[src/rtl/riscv_pkg.sv]
// Shared definitions for the EX-stage branch resolution slice.
// Contents:
//   XLEN        - default datapath width
//   F3_*        - B-type funct3 condition encodings
//   br_state_t  - branch-resolve control state (RUN / SQUASH)
package riscv_pkg;

  localparam int XLEN = 32;

  localparam logic [2:0] F3_BEQ  = 3'b000;
  localparam logic [2:0] F3_BNE  = 3'b001;
  localparam logic [2:0] F3_BLT  = 3'b100;
  localparam logic [2:0] F3_BGE  = 3'b101;
  localparam logic [2:0] F3_BLTU = 3'b110;
  localparam logic [2:0] F3_BGEU = 3'b111;

  typedef enum logic [0:0] {
    RUN    = 1'b0,
    SQUASH = 1'b1
  } br_state_t;

endpackage

[src/rtl/compare_32bit.sv]
// Unsigned magnitude comparator.
// Ports:
//   a, b  - operands (unsigned)
//   eq    - a == b
//   lt    - a < b (unsigned)
module compare_32bit #(
  parameter int W = 32
) (
  input  logic [W-1:0] a,
  input  logic [W-1:0] b,
  output logic         eq,
  output logic         lt
);

  assign eq = (a == b);
  assign lt = (a < b);

endmodule

[src/rtl/compare_32bit_s.sv]
// Signed magnitude comparator.
// Ports:
//   a, b  - operands (two's complement)
//   eq    - a == b
//   lt    - a < b (signed)
module compare_32bit_s #(
  parameter int W = 32
) (
  input  logic [W-1:0] a,
  input  logic [W-1:0] b,
  output logic         eq,
  output logic         lt
);

  assign eq = (a == b);
  assign lt = ($signed(a) < $signed(b));

endmodule

[src/rtl/branch_resolve.sv]
// Branch / jump resolution stage (EX). Decides taken / not-taken for
// B-type, JAL and JALR against a static not-taken prediction, registers
// the result, emits a one-cycle fetch redirect and drops the next
// KILL_SLOTS wrong-path instructions that arrive after a taken accept.
// Ports:
//   i_clk, i_rst_n           - clock, synchronous active-low reset
//   in_valid / in_ready      - upstream handshake
//   is_branch/is_jal/is_jalr - instruction class
//   funct3, pc, imm, rs1, rs2- decoded fields and operands
//   out_valid / out_ready    - downstream handshake
//   taken, link_data         - resolution result, pc+4
//   redirect_valid/_pc       - one-cycle fetch redirect and target
//   misalign, illegal        - taken target bit1 set, reserved funct3
//   flush_i                  - external trap flush (highest priority)
module branch_resolve
  import riscv_pkg::*;
#(
  parameter int W          = XLEN,
  parameter int KILL_SLOTS = 2
) (
  input  logic         i_clk,
  input  logic         i_rst_n,
  input  logic         in_valid,
  output logic         in_ready,
  input  logic         is_branch,
  input  logic         is_jal,
  input  logic         is_jalr,
  input  logic [2:0]   funct3,
  input  logic [W-1:0] pc,
  input  logic [W-1:0] imm,
  input  logic [W-1:0] rs1,
  input  logic [W-1:0] rs2,
  output logic         out_valid,
  input  logic         out_ready,
  output logic         taken,
  output logic [W-1:0] link_data,
  output logic         redirect_valid,
  output logic [W-1:0] redirect_pc,
  output logic         misalign,
  output logic         illegal,
  input  logic         flush_i
);

  localparam int CW = $clog2(KILL_SLOTS + 1);
  localparam logic [CW-1:0] KILL_INIT = CW'(KILL_SLOTS);
  localparam logic [CW-1:0] CNT_ONE   = CW'(1);
  localparam logic [CW-1:0] CNT_ZERO  = CW'(0);

  br_state_t     state_r;
  br_state_t     state_nx;
  logic [CW-1:0] cnt_r;
  logic [CW-1:0] cnt_nx;

  logic          eq_s;
  logic          lt_s;
  logic          eq_u;
  logic          lt_u;

  logic          cond_s;
  logic          f3_bad_s;
  logic          taken_s;
  logic          illegal_s;
  logic [W-1:0]  jalr_sum_s;
  logic [W-1:0]  target_s;
  logic [W-1:0]  link_s;
  logic          hs_s;
  logic          load_s;

  compare_32bit_s #(.W(W)) u_cmp_s (
    .a  (rs1),
    .b  (rs2),
    .eq (eq_s),
    .lt (lt_s)
  );

  compare_32bit #(.W(W)) u_cmp_u (
    .a  (rs1),
    .b  (rs2),
    .eq (eq_u),
    .lt (lt_u)
  );

  // Branch condition decode from funct3.
  always_comb begin
    cond_s   = 1'b0;
    f3_bad_s = 1'b0;
    case (funct3)
      F3_BEQ:  cond_s = eq_s;
      F3_BNE:  cond_s = ~eq_u;
      F3_BLT:  cond_s = lt_s;
      F3_BGE:  cond_s = ~lt_s;
      F3_BLTU: cond_s = lt_u;
      F3_BGEU: cond_s = ~lt_u;
      default: f3_bad_s = 1'b1;
    endcase
  end

  assign jalr_sum_s = rs1 + imm;
  assign link_s     = pc + W'(4);

  // Resolve taken/target per instruction class; JALR wins if several flags are set.
  always_comb begin
    taken_s   = 1'b0;
    illegal_s = 1'b0;
    target_s  = pc + imm;
    if (is_jalr) begin
      taken_s  = 1'b1;
      target_s = {jalr_sum_s[W-1:1], 1'b0};
    end else if (is_jal) begin
      taken_s  = 1'b1;
    end else if (is_branch) begin
      taken_s   = cond_s;
      illegal_s = f3_bad_s;
    end else begin
      taken_s   = 1'b0;
    end
  end

  // Handshake and next-state logic; SQUASH always accepts so wrong-path work drains.
  always_comb begin
    state_nx = state_r;
    cnt_nx   = cnt_r;
    load_s   = 1'b0;
    if (state_r == SQUASH) begin
      in_ready = 1'b1;
    end else begin
      in_ready = ~out_valid | out_ready;
    end
    hs_s = in_valid & in_ready & ~flush_i;
    if (flush_i) begin
      state_nx = RUN;
      cnt_nx   = CNT_ZERO;
    end else begin
      case (state_r)
        RUN: begin
          if (hs_s) begin
            load_s = 1'b1;
            if (taken_s) begin
              state_nx = SQUASH;
              cnt_nx   = KILL_INIT;
            end else begin
              state_nx = RUN;
            end
          end else begin
            state_nx = RUN;
          end
        end
        SQUASH: begin
          if (hs_s) begin
            if (cnt_r <= CNT_ONE) begin
              state_nx = RUN;
              cnt_nx   = CNT_ZERO;
            end else begin
              cnt_nx   = cnt_r - CNT_ONE;
            end
          end else begin
            state_nx = SQUASH;
          end
        end
        default: begin
          state_nx = RUN;
          cnt_nx   = CNT_ZERO;
        end
      endcase
    end
  end

  // Control state register.
  always_ff @(posedge i_clk) begin
    if (!i_rst_n) begin
      state_r <= RUN;
      cnt_r   <= CNT_ZERO;
    end else begin
      state_r <= state_nx;
      cnt_r   <= cnt_nx;
    end
  end

  // Registered result and redirect; fields only change on a load so they hold while stalled.
  always_ff @(posedge i_clk) begin
    if (!i_rst_n) begin
      out_valid      <= 1'b0;
      taken          <= 1'b0;
      link_data      <= {W{1'b0}};
      redirect_valid <= 1'b0;
      redirect_pc    <= {W{1'b0}};
      misalign       <= 1'b0;
      illegal        <= 1'b0;
    end else if (flush_i) begin
      out_valid      <= 1'b0;
      redirect_valid <= 1'b0;
    end else begin
      redirect_valid <= load_s & taken_s;
      if (load_s) begin
        out_valid   <= 1'b1;
        taken       <= taken_s;
        link_data   <= link_s;
        redirect_pc <= target_s;
        misalign    <= taken_s & target_s[1];
        illegal     <= illegal_s;
      end else if (out_ready) begin
        out_valid   <= 1'b0;
      end else begin
        out_valid   <= out_valid;
      end
    end
  end

endmodule

[config.mk]
export PLATFORM = sky130hd
export DESIGN_NAME = branch_resolve
export DESIGN_NICKNAME = d
export VERILOG_FILES = /design/src/rtl/riscv_pkg.sv /design/src/rtl/compare_32bit.sv /design/src/rtl/compare_32bit_s.sv /design/src/rtl/branch_resolve.sv
export SDC_FILE = /design/constraint.sdc
export NUM_CORES = 1
export LEC_CHECK = 0
export CAP_MARGIN = 30
export CORE_UTILIZATION = 40
export CTS_CLUSTER_DIAMETER = 200
export DETAILED_ROUTE_END_ITERATION = 6
export PLACE_DENSITY = 0.81
export REMOVE_ABC_BUFFERS = 1
export SLEW_MARGIN = 20
export SYNTH_ARGS = -nofsm -noshare
export SYNTH_HDL_FRONTEND = slang
export SYNTH_SLANG_ARGS = --single-unit
[constraint.sdc]
create_clock -name i_clk -period 3.9 [get_ports i_clk]
set_input_delay 0.975 -clock i_clk [delete_from_list [all_inputs] [get_ports i_clk]]
set_output_delay 0.975 -clock i_clk [all_outputs]
set_load 0.01 [all_outputs]
==> run summary <==
The signal on the critical path passes through clkdlybuf4s50_1 -> ha_1 -> inv_1 -> fa_1 -> nand2b_1 -> a21oi_1 -> buf_4 -> o221ai_2 -> o31ai_2 -> o211ai_2 -> a31oi_1 -> a211oi_2 -> mux2i_1 -> a211oi_2. The path class of the tightest hold or removal check is flip-flop to flip-flop. In this design, the stage delay of the slowest critical-path cell is 0.54 ns. For the Yosys warning count, the log shows 0.

For this design the static power due to leakage is 4.67 nW. The longest clock path from root to sink contains 2 buffers. Summing every instance area after synthesis gives 0.00747 mm^2.

The total design power came out at 0.00286 W. The count of buffers added on input and output ports is 208. The power density over the cells is 280 mW/mm^2, and the post-detailed-placement cell area is 0.00990 mm^2.

The number of maximum-capacitance constraint violations was 0. The quantity of gates resized following cts was 0. The total wire length is 23900 um.

The switching power total is 0.000999 W, and the count of mapped cells out of synthesis is 968. Setup repair after global routing left no endpoint under its margin. Number of global-route vias before repair: 7461. On the critical path, the stage with the largest delay is an instance of sky130_fd_sc_hd__clkdlybuf4s50_1. For the number of antenna violations at the first check in global routing, the log shows 0.

In this run the remaining antenna-violating nets after routing total 0. Once the floorplan was initialized, standard cells occupied 41.2% of the core. The tools report the number of pins exceeding their max-slew limit in the final report as 0. Fill cells in the final layout number 1681. The sequential fraction of the synthesis area is 19.3%. The flow ran to the end, but the final reports show violations. Global placement routability congestion: 0.955. Most area-hungry cell type in the Yosys netlist: sky130_fd_sc_hd__dfxtp_1.

Number of setup violations in the final report: 0. By startpoint and endpoint, the worst setup path is classified as input port to flip-flop. The proportion of netlist area held by the largest area contributor works out to 19.3%. The die footprint was 0.0192 mm^2. The checks that failed: design-rule violations. The tools report the estimated wirelength of the detail-placed design as 19500 um.

The run gives 0.35 ns as the clock latency of the later-clocked register in the worst-skew pair. Measured along the x axis, the die boundary spans 139 um. Clock-pin slew was measured on the worst setup and hold paths at 0.06 ns. The number of enable flip-flop cells after synthesis is 0. In this run, the number of DRC markers left after iteration 0 of detailed routing was 463. The routed wire length per instance came out at 17.0 um. In this run the number of H-tree levels came out at 3. The clock skew is 0.00867 ns, and the worst slew margin relative to its limit is 61.3%. For the number of nets in the layout, the log shows 1409. Counting flops and latches in the post-synthesis netlist gives 72. The startpoint type of the worst setup path was an input port. For the finished layout, the period the worst path requires is 3.52 ns.

The per-instance average area after synthesis is 7.72 um^2, and the number of post-CTS setup repair buffers is 0. Dividing the detail-routed via count by the number of cells gives 5.67. TritonCTS built the clock tree. The worst path required time was 4.14 ns; the hold-fix buffer count after cts was 0. Across all layers, the routed design uses 7980 vias.

The number of hold violations in the final report is 0, and the fraction of power spent switching nets is 34.9%. The power share of the clock group is 30.8%. Adding up every negative setup slack in the final design gives 0 ns. The most used cell along the critical path is sky130_fd_sc_hd__a211oi_2. In this run, flip-flops and latches consume 28.6% of the power. In the synthesized netlist the async set-or-reset flop fraction comes to 0%. The first global-routing pass estimated 37600 um of wire. Combinational logic is responsible for 40.6% of the overall power. The initialized floorplan defines 49 standard-cell rows.

The root buffer selected by CTS is sky130_fd_sc_hd__clkbuf_16. For the global-route congestion overflow total, the log shows 0. The number of buffer and inverter instances along the worst setup path is 3.

Grouping stages by cell kind, the critical path spends the most delay in compound AO/OA/AOI/OAI gates. Timing would allow up to 0.284 GHz. The post-route clock period utilization was 90.3%.

The number of antenna diodes in the final layout is 0. The die is 139 um tall. The internal cell power came out at 0.00186 W. Across the VDD grid, the largest voltage drop is 219 uV. The tools report the area of the placeable core as 0.0181 mm^2. The run gives 56.2% as the share of the core filled with cells in the final layout.

Along the worst path, the maximum fanout reaches 5. Sorting the synthesized cells by area gives the leading types as sky130_fd_sc_hd__dfxtp_1, sky130_fd_sc_hd__ha_1, sky130_fd_sc_hd__a21oi_1, sky130_fd_sc_hd__nand2_1, sky130_fd_sc_hd__xor2_1. The CTS buffer count is 9.

For the number of primary I/O pins, the log shows 209. Arrival time at the worst endpoint: 3.76 ns. After routing the design area is 0.0102 mm^2. The first detailed-routing pass ran for 7 iterations. The dominant register cell in the synthesized netlist was sky130_fd_sc_hd__dfxtp_1. The layout overhead on the synthesized area was 36.6%; the number of distinct library cells after synthesis was 69. In the final layout, the share of cells above drive strength 1 is 5.85%. The tree built by TritonCTS fans out to 72 sinks.

The tools report the largest net degree at the start of global routing as 44. Global routing consumed, over all layers together, 24.5% of the routing resources. Type of destination of the critical path: a flip-flop. The actual slew at the worst max-slew pin is 0.577 ns, and the number of design rule violations left after detail routing is 10.
flip-flops by register name, indices dropped and copies added, names as in the netlist:
name            flops
link_data          32
misalign            1
state_r             1
out_valid           1
redirect_valid      1
redirect_pc        32
illegal             1
cnt_r               2
taken               1
cells by family (layout without fill, tap and decap cells):
kind of cell / after synthesis / after routing / share of synthesized area (%)
AOI/OAI and AO/OA: 333 / 333 / 31.3
xor gates and xnor gates: 76 / 76 / 8.91
adders and majority gates: 96 / 96 / 16.3
buffers and inverters: 97 / 308 / 4.92
DFF: 72 / 72 / 19.3
muxes: 6 / 6 / 0.804
and+or+nand+nor: 288 / 288 / 18.5
power groups by stage:
stage	clock [W]	combinational [W]	sequential, W
2_1_floorplan	0	0.000650	0.000854
3_5_place_dp	0	0.00114	0.000835
5_1_grt	0.000923	0.00127	0.000825
4_1_cts	0.000894	0.00115	0.000819
6_report	0.000880	0.00116	0.000820
3_3_place_gp	0	0.00113	0.000835
Yosys cell counts, types with 35 or more instances:
| master | instances |
|---|---|
| sky130_fd_sc_hd__ha_1 | 94 |
| sky130_fd_sc_hd__o211a_1 | 36 |
| sky130_fd_sc_hd__clkbuf_1 | 37 |
| sky130_fd_sc_hd__a21oi_1 | 86 |
| sky130_fd_sc_hd__xor2_1 | 43 |
| sky130_fd_sc_hd__a21o_1 | 38 |
| sky130_fd_sc_hd__o21ai_0 | 58 |
| sky130_fd_sc_hd__inv_1 | 57 |
| sky130_fd_sc_hd__nor2_1 | 39 |
| sky130_fd_sc_hd__dfxtp_1 | 72 |
| sky130_fd_sc_hd__nand2_1 | 111 |
| sky130_fd_sc_hd__nand3_1 | 35 |
worst paths after layout:
kind / from / end / slack [ns] / cells after the start
min reg2reg: link_data[1]$_SDFFE_PN0P_ / link_data[1]$_SDFFE_PN0P_ / 0.46 / 2
max reg2reg: out_valid$_SDFFE_PP0P_ / redirect_pc[21]$_SDFFE_PN0P_ / 1.99 / 7
max: imm[0] / redirect_pc[30]$_SDFFE_PN0P_ / 0.38 / 14
min: link_data[1]$_SDFFE_PN0P_ / link_data[1]$_SDFFE_PN0P_ / 0.46 / 2
layout by cell type (no fill, tap or decap), drive strengths merged, types with 36 or more instances in the layout:
cell / synthesis / routed
a21o: 38 / 38
a21oi: 89 / 89
clkdlybuf4s50: 0 / 207
dfxtp: 72 / 72
ha: 94 / 94
inv: 57 / 59
nand2: 113 / 113
nor2: 39 / 39
o211a: 36 / 36
o21ai: 63 / 63
xor2: 43 / 43
layer usage:
layer | wire (um) | GRT usage, % | vias up
met3 | 1530 | 3.59 | 43
met1 | 10700 | 31.6 | 3678
met2 | 11000 | 40.8 | 285
met4 | 702 | 10.2 | 0
li1 | - | - | 3974
met5 | 0 | 0 | -
area by class of cell:
cell class	instances	area, um^2	share of cell area, %
clock buffers	9	225	2.21
flip-flops and latches	72	1440	14.1
clock inverters	7	78.8	0.773
well taps	229	287	2.81
multi-input cells	799	5670	55.5
inverters	57	214	2.10
repair buffers	235	2290	22.5
worst min-delay path, stage by stage, from the launching register on:
cell and delay [ns]:
sky130_fd_sc_hd__dfxtp_1 0.31, sky130_fd_sc_hd__nand2_1 0.04, sky130_fd_sc_hd__a21boi_0 0.06
stage by stage:
step | worst slack [ns] | hold slack (ns) | instances
floorplan | -4.11 | 0.485 | 928
global placement | 0.0722 | 0.450 | 1392
detailed placement | 0.0345 | 0.457 | 1392
CTS | 0.393 | 0.464 | 1408
global route | 0.179 | 0.483 | 1408
finish | 0.377 | 0.460 | 1408
(Power assumes the default switching activity.)
